==> config.mk <==
export PLATFORM = sky130hd
export DESIGN_NAME = dac_matrix_sequencer
export DESIGN_NICKNAME = d
export VERILOG_FILES = /design/src/rtl/dac_matrix_pkg.sv /design/src/rtl/dac_therm_decoder.sv /design/src/rtl/dac_matrix_sequencer.sv
export SDC_FILE = /design/constraint.sdc
export NUM_CORES = 1
export LEC_CHECK = 0
export CAP_MARGIN = 20
export CORE_AREA = 5 5 91 93
export CTS_CLUSTER_DIAMETER = 100
export CTS_CLUSTER_SIZE = 24
export DETAILED_ROUTE_END_ITERATION = 8
export DIE_AREA = 0 0 96 98
export GPL_TIMING_DRIVEN = 1
export PLACE_DENSITY = 0.82
export SLEW_MARGIN = 20
export SYNTH_ARGS = -nofsm -noshare
export SYNTH_HDL_FRONTEND = slang
export SYNTH_SLANG_ARGS = --single-unit
==> constraint.sdc <==
create_clock -name clk -period 3.8 [get_ports clk]
set_input_delay 0.76 -clock clk [delete_from_list [all_inputs] [get_ports clk]]
set_output_delay 0.76 -clock clk [all_outputs]
set_load 0.02 [all_outputs]
==> src/rtl/dac_matrix_pkg.sv <==
`default_nettype none
// ============================================================================
// Module      : dac_matrix_pkg
// Description : Shared types and helpers for the DAC matrix sequencer.
//               - state_t     : component-assembly state (FILL, FULL)
//               - therm_width : number of unary cells for a given MSB count
// Revision    : 1.0 - initial release
// ============================================================================
package dac_matrix_pkg;

    typedef enum logic [0:0] {
        ST_FILL = 1'b0,   // collecting component beats into the shadow set
        ST_FULL = 1'b1    // shadow set complete, waiting for commit
    } state_t;

    // A thermometer decoder for msb bits needs 2**msb-1 unary outputs.
    function automatic int therm_width(input int msb);
        return (2 ** msb) - 1;
    endfunction

endpackage : dac_matrix_pkg
`default_nettype wire

==> src/rtl/dac_therm_decoder.sv <==
`default_nettype none
// ============================================================================
// Module      : dac_therm_decoder
// Description : Combinational segmented-DAC decoder for one channel. The upper
//               MSB_BITS of the code (value m) drive unary cells [m-1:0]; the
//               remaining low bits pass straight through as binary enables.
//               blank forces every enable low.
// Ports       : code  [WIDTH]                 channel code
//               blank [1]                     force all enables to 0
//               therm [2**MSB_BITS-1]         unary cell enables
//               bin   [WIDTH-MSB_BITS]        binary LSB enables
// Revision    : 1.0 - initial release
// ============================================================================
module dac_therm_decoder
    import dac_matrix_pkg::*;
#(
    parameter int WIDTH    = 8,
    parameter int MSB_BITS = 4
) (
    input  logic [WIDTH-1:0]                 code,
    input  logic                             blank,
    output logic [therm_width(MSB_BITS)-1:0] therm,
    output logic [WIDTH-MSB_BITS-1:0]        bin
);

    localparam int c_TW = therm_width(MSB_BITS);

    logic [MSB_BITS-1:0] w_msb;
    assign w_msb = code[WIDTH-1 -: MSB_BITS];

    always_comb begin
        therm = '0;
        bin   = '0;
        if (!blank) begin
            for (int i = 0; i < c_TW; i++) begin
                therm[i] = (i < int'(w_msb));
            end
            bin = code[WIDTH-MSB_BITS-1:0];
        end
    end

endmodule : dac_therm_decoder
`default_nettype wire

==> src/rtl/dac_matrix_sequencer.sv <==
`default_nettype none
// ============================================================================
// Module      : dac_matrix_sequencer
// Description : Assembles CHANNELS component codes, arriving one beat at a
//               time over a valid/ready bus, into a shadow set. A commit
//               strobe copies the set atomically into the active registers,
//               whose decoded (thermometer + binary) form drives the DAC
//               cells through an output register stage.
// Ports       : clk, rst         clock, synchronous active-high reset
//               in_valid/in_data component beat (channel 0 first)
//               in_ready         beat accepted this cycle (state FILL)
//               commit           pixel strobe
//               blank            force all DAC enables low
//               dac_therm        unary enables, channel c in slice c
//               dac_bin          binary enables, channel c in slice c
//               underrun         sticky: commit with incomplete set
//               err_count        saturating underrun counter
// Config      : DAC_MATRIX_ERRCNT_EN - when defined, err_count is an 8-bit
//               saturating counter; otherwise it is tied to zero.
// Revision    : 1.0 - initial release
// ============================================================================
module dac_matrix_sequencer
    import dac_matrix_pkg::*;
#(
    parameter int CHANNELS = 3,
    parameter int WIDTH    = 8,
    parameter int MSB_BITS = 4
) (
    input  logic                                      clk,
    input  logic                                      rst,
    input  logic                                      in_valid,
    input  logic [WIDTH-1:0]                          in_data,
    output logic                                      in_ready,
    input  logic                                      commit,
    input  logic                                      blank,
    output logic [CHANNELS*therm_width(MSB_BITS)-1:0] dac_therm,
    output logic [CHANNELS*(WIDTH-MSB_BITS)-1:0]      dac_bin,
    output logic                                      underrun,
    output logic [7:0]                                err_count
);

    localparam int c_TW    = therm_width(MSB_BITS);
    localparam int c_BW    = WIDTH - MSB_BITS;
    localparam int c_IDX_W = (CHANNELS > 1) ? $clog2(CHANNELS) : 1;
    localparam logic [c_IDX_W-1:0] c_LAST_IDX = c_IDX_W'(CHANNELS - 1);

    state_t              r_state;
    state_t              w_state_nxt;
    logic [c_IDX_W-1:0]  r_idx;
    logic [c_IDX_W-1:0]  w_idx_nxt;
    logic                w_accept;
    logic                w_load;
    logic                w_underrun_evt;

    logic [WIDTH-1:0]    r_shadow [CHANNELS];
    logic [WIDTH-1:0]    r_active [CHANNELS];
    logic                r_underrun;

    logic [CHANNELS*c_TW-1:0] w_therm;
    logic [CHANNELS*c_BW-1:0] w_bin;
    logic [CHANNELS*c_TW-1:0] r_therm;
    logic [CHANNELS*c_BW-1:0] r_bin;

    // in_ready depends only on the state register.
    assign in_ready = (r_state == ST_FILL);

    // ------------------------------------------------------------------
    // State register
    // ------------------------------------------------------------------
    always_ff @(posedge clk) begin
        if (rst) begin
            r_state <= ST_FILL;
            r_idx   <= '0;
        end else begin
            r_state <= w_state_nxt;
            r_idx   <= w_idx_nxt;
        end
    end

    // ------------------------------------------------------------------
    // Next-state / control decode
    // ------------------------------------------------------------------
    always_comb begin
        w_state_nxt    = r_state;
        w_idx_nxt      = r_idx;
        w_accept       = 1'b0;
        w_load         = 1'b0;
        w_underrun_evt = 1'b0;
        case (r_state)
            ST_FILL: begin
                w_accept = in_valid;
                if (in_valid) begin
                    if (r_idx == c_LAST_IDX) begin
                        w_idx_nxt   = '0;
                        w_state_nxt = ST_FULL;
                    end else begin
                        w_idx_nxt = r_idx + 1'b1;
                    end
                end
                if (commit) begin
                    if (in_valid && (r_idx == c_LAST_IDX)) begin
                        // Completing beat and commit coincide: the set
                        // commits directly and FULL is skipped.
                        w_load      = 1'b1;
                        w_state_nxt = ST_FILL;
                    end else begin
                        // Incomplete set: keep active codes, resync index.
                        w_underrun_evt = 1'b1;
                        w_idx_nxt      = '0;
                    end
                end
            end
            ST_FULL: begin
                if (commit) begin
                    w_load      = 1'b1;
                    w_state_nxt = ST_FILL;
                end
            end
            default: begin
                w_state_nxt = ST_FILL;
                w_idx_nxt   = '0;
            end
        endcase
    end

    // ------------------------------------------------------------------
    // Shadow / active code storage
    // ------------------------------------------------------------------
    always_ff @(posedge clk) begin
        if (rst) begin
            for (int c = 0; c < CHANNELS; c++) begin
                r_shadow[c] <= '0;
                r_active[c] <= '0;
            end
            r_underrun <= 1'b0;
        end else begin
            for (int c = 0; c < CHANNELS; c++) begin
                if (w_accept && (r_idx == c_IDX_W'(c))) begin
                    r_shadow[c] <= in_data;
                end
                if (w_load) begin
                    // Bypass the beat being accepted alongside the commit.
                    r_active[c] <= (w_accept && (r_idx == c_IDX_W'(c))) ? in_data : r_shadow[c];
                end
            end
            if (w_underrun_evt) begin
                r_underrun <= 1'b1;
            end
        end
    end

    assign underrun = r_underrun;

    // ------------------------------------------------------------------
    // Per-channel decode and output register
    // ------------------------------------------------------------------
    for (genvar c = 0; c < CHANNELS; c++) begin : g_chan
        dac_therm_decoder #(
            .WIDTH    (WIDTH),
            .MSB_BITS (MSB_BITS)
        ) u_dec (
            .code  (r_active[c]),
            .blank (blank),
            .therm (w_therm[c*c_TW +: c_TW]),
            .bin   (w_bin[c*c_BW +: c_BW])
        );
    end

    always_ff @(posedge clk) begin
        if (rst) begin
            r_therm <= '0;
            r_bin   <= '0;
        end else begin
            r_therm <= w_therm;
            r_bin   <= w_bin;
        end
    end

    assign dac_therm = r_therm;
    assign dac_bin   = r_bin;

    // ------------------------------------------------------------------
    // Underrun event counter
    // ------------------------------------------------------------------
`ifdef DAC_MATRIX_ERRCNT_EN
    logic [7:0] r_err_count;

    always_ff @(posedge clk) begin
        if (rst) begin
            r_err_count <= 8'h00;
        end else if (w_underrun_evt && (r_err_count != 8'hFF)) begin
            r_err_count <= r_err_count + 8'h01;
        end
    end

    assign err_count = r_err_count;
`else
    assign err_count = 8'h00;
`endif

endmodule : dac_matrix_sequencer
`default_nettype wire

After elaboration in Yosys (flattened, before gate mapping) --
Memories as Yosys holds them, arrays and structs flattened. Cells that the tools add are included.
Storage, ports and cells: register bits after elaboration 61, memory bits (writable) 48, bits of input ports 13, output and inout port bits 67, logic and storage cells 109, memories 2
Memory list:
- r_active | words 3, bits a word 8, rd ports 3, clocked after Yosys merged registers in 0, wr ports 3, line dac_matrix_sequencer.sv:56 | logic [WIDTH-1:0] r_active [CHANNELS];
- r_shadow | words 3, bits a word 8, rd ports 3, clocked after Yosys merged registers in 0, wr ports 3, line dac_matrix_sequencer.sv:55 | logic [WIDTH-1:0] r_shadow [CHANNELS];
Cells by class: $add $sub $neg 1, magnitude comparators 45, eq/ne operators 2, multiplexer cells 41, bitwise operators 7, reduce and logical (&&, ||, !) cells 6
Operator list (count):
- less-than comparator 4 bit (first input constant) | 21
- two-way mux 8 bit | 9
- less-than comparator 3 x 4 -> 1 bit (first input constant) | 12
- two-way mux 1 bit | 26
- less-than comparator 1 x 4 -> 1 bit (first input constant) | 6
- less-than comparator 2 x 4 -> 1 bit (first input constant) | 6
- two-way mux 2 bit | 4
- bitwise OR 1 bit | 6
- logical AND 1 bit | 4
- case mux 1 bit (2 select lines) | 2
- adder 2 x 1 -> 2 bit (second input constant) | 1
- == test 2 x 1 -> 1 bit (second input constant) | 1
- == test 2 bit (second input constant) | 1
- logical NOT 2 bit | 1
- OR reduction 2 bit | 1
- NOT 1 bit | 1

Depth between registers and ports, before layout --
depth in word-level cells 9, depth in mapped cells 5, mapped depth without buffers 4

By module --
Synthesis repeated with hierarchy kept, for this count alone.
Unflattened totals: cells, all modules 368, area total of the unflattened synthesis 4207.8 µm²
By module, submodules not included:
- dac_matrix_sequencer | times used 1, cells an instance 272, area an instance 3693.5 µm², seq. area each 2662.6 µm²
- dac_therm_decoder | times used 3, cells an instance 32, area an instance 171.4 µm², seq. area each 0.0 µm²

Worst setup path after synthesis --
OpenSTA, ideal clock, no wires.
path type input-to-reg, from input port rst, to memory r_active[0][0] (enable), library setup time 381 ps, data arrival time 1620 ps, required time 3419 ps, slack 1799 ps, cell stages on the path 3, buffers on the path 1, path through clkbuf_1 inv_1 nand2_1
RTL lines:
- start, declared | line dac_matrix_sequencer.sv:30 | input logic rst,
- end, declared | line dac_matrix_sequencer.sv:56

Worst setup path after layout --
from register r_state, to output port in_ready
On the way: cells in the longest elaborated chain, start to end 1
RTL lines:
- start, declared | line dac_matrix_sequencer.sv:47 | state_t r_state;
- start signal, assigned | line dac_matrix_sequencer.sv:75 | r_state <= w_state_nxt;
- NOT 1 bit
- end, declared | line dac_matrix_sequencer.sv:33 | output logic in_ready,
Every way passes these cells.

==> run summary <==
Status -> complete, no violations
Clk_lat worst skew -> 0.37 ns
Number of global-route vias before repair -> 2,296
CTS max path bufs -> 2
IO Count -> 80
Critical Path RT -> 3.04 ns
DRC viols -> 0
Synth Warn # -> 0
Syn Area/Cell -> 11.8 um^2
Most common cell after layout, fill and taps aside -> clkdlybuf4s50_1
Maxcap violations -> 0
Root buffer cell -> clkbuf_8
Vias -> 2,425
# diodes -> 0
RSZ-0062 raised after global routing -> false
Resize count post-CTS -> 0
Endpoints failing setup -> 0
Layout Utilization -> 63.9%
Worst flop-to-flop path endpoint -> r_active[0][5]
WP data arrival -> 1.64 ns
Reg2reg path depth -> 3
Htree depth -> 3
Initial drt markers -> 163
FILL cells -> 590
Worst-Margin Slew -> 1.00 ns
FF+latch count, synth -> 109
DRT Pass-1 Iters -> 4
Combinational share of power -> 7.4%
Worst reg2reg startpoint -> r_idx[0]
Setup CP Type -> reg -> out
Hold_sp -> r_active[0][16]
Clock power share -> 31.8%
Worst slew margin -> 33.0%
Hold Path Stages -> 1
Post-route minimum period -> 2.40 ns
Inserted Clock Buffers -> 9
Count of port buffers added during placement -> 71
Fmax -> 416 MHz
GRT overflow -> 0
Post-Route WL -> 7.13 mm
Max Slew Vio Count -> 0
Dpl hpwl -> 5.16 mm
Vias per cell -> 4.89
Site row count -> 32
R2R Setup Slk -> 1.85 ns
Asr flop ratio synth -> 0%
Crit path capture type -> primary output
Min-delay worst type -> reg -> reg
Final Net Count -> 402
Hold slack -> 0.451 ns
Worst Skew -> 0.0110 ns
Setup TNS -> 0 ns
Sw Pwr -> 0.525 mW
Chip width -> 96 um
Placed cells -> 480
Total Routing Usage GR -> 15.9%
Pleak -> 1.79 nW
Die footprint -> 9410 um^2
Layout cells sized above 1 -> 6.35%
Non-Filler Instances -> 496
Sw frac -> 24.7%
Cells after Synth -> 323
FF/Latch Area -> 2660 um^2
First-pass GRT wire length -> 11.4 mm
Hold endpoint -> dac_bin[8]
Core Region -> 7450 um^2
Largest net degree at the start of global routing -> 25
Setup bufs post-CTS -> 0
Routed Antenna Nets -> 0
Sequential Power Share -> 60.8%
Synth Cell Area -> 3820 um^2
CTS tree -> done
Hold-fix buffers, CTS -> 0
Placer congestion estimate -> 0.796
Startpoint Class -> register
Initial antenna violation count -> 0
Power per cell area -> 446 nW/um^2
Clk slew on worst S/H paths -> 0.10 ns
Area grow syn2layout -> 24.5%
Synth cell types -> 31
CTS sink count -> 109
Starting Density -> 51.3%
Fin crit share -> 63.3%
Final hold viol count -> 0
Seq/Total Area, Yosys -> 69.7%
Most frequent cells in the layout -> clkdlybuf4s50_1, dfxtp_1, nor2_1
EDFF count, synth -> 48
Internal -> 1.60 mW
Max VDD drop -> 0.286 mV
Critical path peak fanout -> 10
Ys flop type -> dfxtp_1
Wirelength per Cell -> 14.4 um
Area of the multi-input gates -> 1000 um^2
Die height -> 98 um
## power by group through the flow
stage,Combinational [mW],Clock [mW],Sequential [mW]
final,0.157,0.675,1.29
after floorplan,0.0789,0,1.33
after global placement,0.154,0,1.31
after CTS,0.158,0.692,1.29
after global routing,0.170,0.743,1.30
after detailed placement,0.157,0,1.32
## synthesized netlist by cell type (2+ instances only)
cell / number / area, um^2
nand2_1: 25 / 93.8
clkbuf_1: 6 / 22.5
buf_4: 10 / 75.1
buf_6: 2 / 22.5
edfxtp_1: 48 / 1440
buf_1: 4 / 15.0
buf_2: 3 / 15.0
or2_2: 3 / 18.8
dfxtp_1: 61 / 1220
nor2_1: 54 / 203
nand3_1: 6 / 30.0
and2_1: 23 / 144
inv_1: 11 / 41.3
nor3_1: 7 / 35.0
o21ai_0: 4 / 20.0
a21oi_1: 26 / 130
mux2i_1: 16 / 160
## critical path, cell delays in order, from the launching register on
cell	delay [ns]
dfxtp_1	0.58
inv_1	0.14
clkdlybuf4s50_1	0.57
## flip-flops by register name, indices dropped and copies added, names as in the netlist
register   count
dac_therm     45
dac_bin       12
underrun       1
r_idx          2
r_active      24
r_state        1
r_shadow      24
## layer usage
metal	GRT usage (%)	up-vias	share of wire, %
li1	-	1194	-
met1	19.8	1128	39
met2	26.3	89	50
met3	2.70	14	7.7
met4	8.21	0	3.1
met5	0	-	0
## metrics by stage
step | setup slack, ns | power, mW | area, um^2
after floorplan | 1.80 | 1.41 | 3850
after global placement | 1.16 | 1.47 | 4560
after detailed placement | 1.05 | 1.47 | 4560
after CTS | 1.38 | 2.14 | 4760
after global routing | 1.20 | 2.21 | 4760
final | 1.40 | 2.12 | 4760
## worst max-delay path by stage
stage / start / to / slack [ns]
3_3_place_gp: in_valid / r_active[0][5] / 1.16
4_1_cts: r_state / in_ready / 1.38
5_1_grt: rst / dac_therm[13] / 1.20
3_5_place_dp: rst / dac_therm[28] / 1.05
2_1_floorplan: rst / r_active[0][0] / 1.80
6_report: r_state / in_ready / 1.40
## cell families (layout without fill, tap and decap cells)
family,count (synthesis),count (layout),share of synthesized area [%]
compound gates,35,35,5.01
buf+inv,36,100,5.01
flops,109,109,69.7
mux,16,16,4.19
other cells,1,8,0.0981
simple gates,126,126,16.0
## area by class of cell
| type | count | area share, % |
|---|---|---|
| clock buffer | 9 | 2.60 |
| clock inverter | 7 | 1.60 |
| inverter | 11 | 0.868 |
| multi-input combinational | 185 | 21.0 |
| sequential | 109 | 56.0 |
| tap | 102 | 2.68 |
| timing repair buffer | 73 | 15.3 |
No activity file was read; power rests on OpenSTA's default activity.
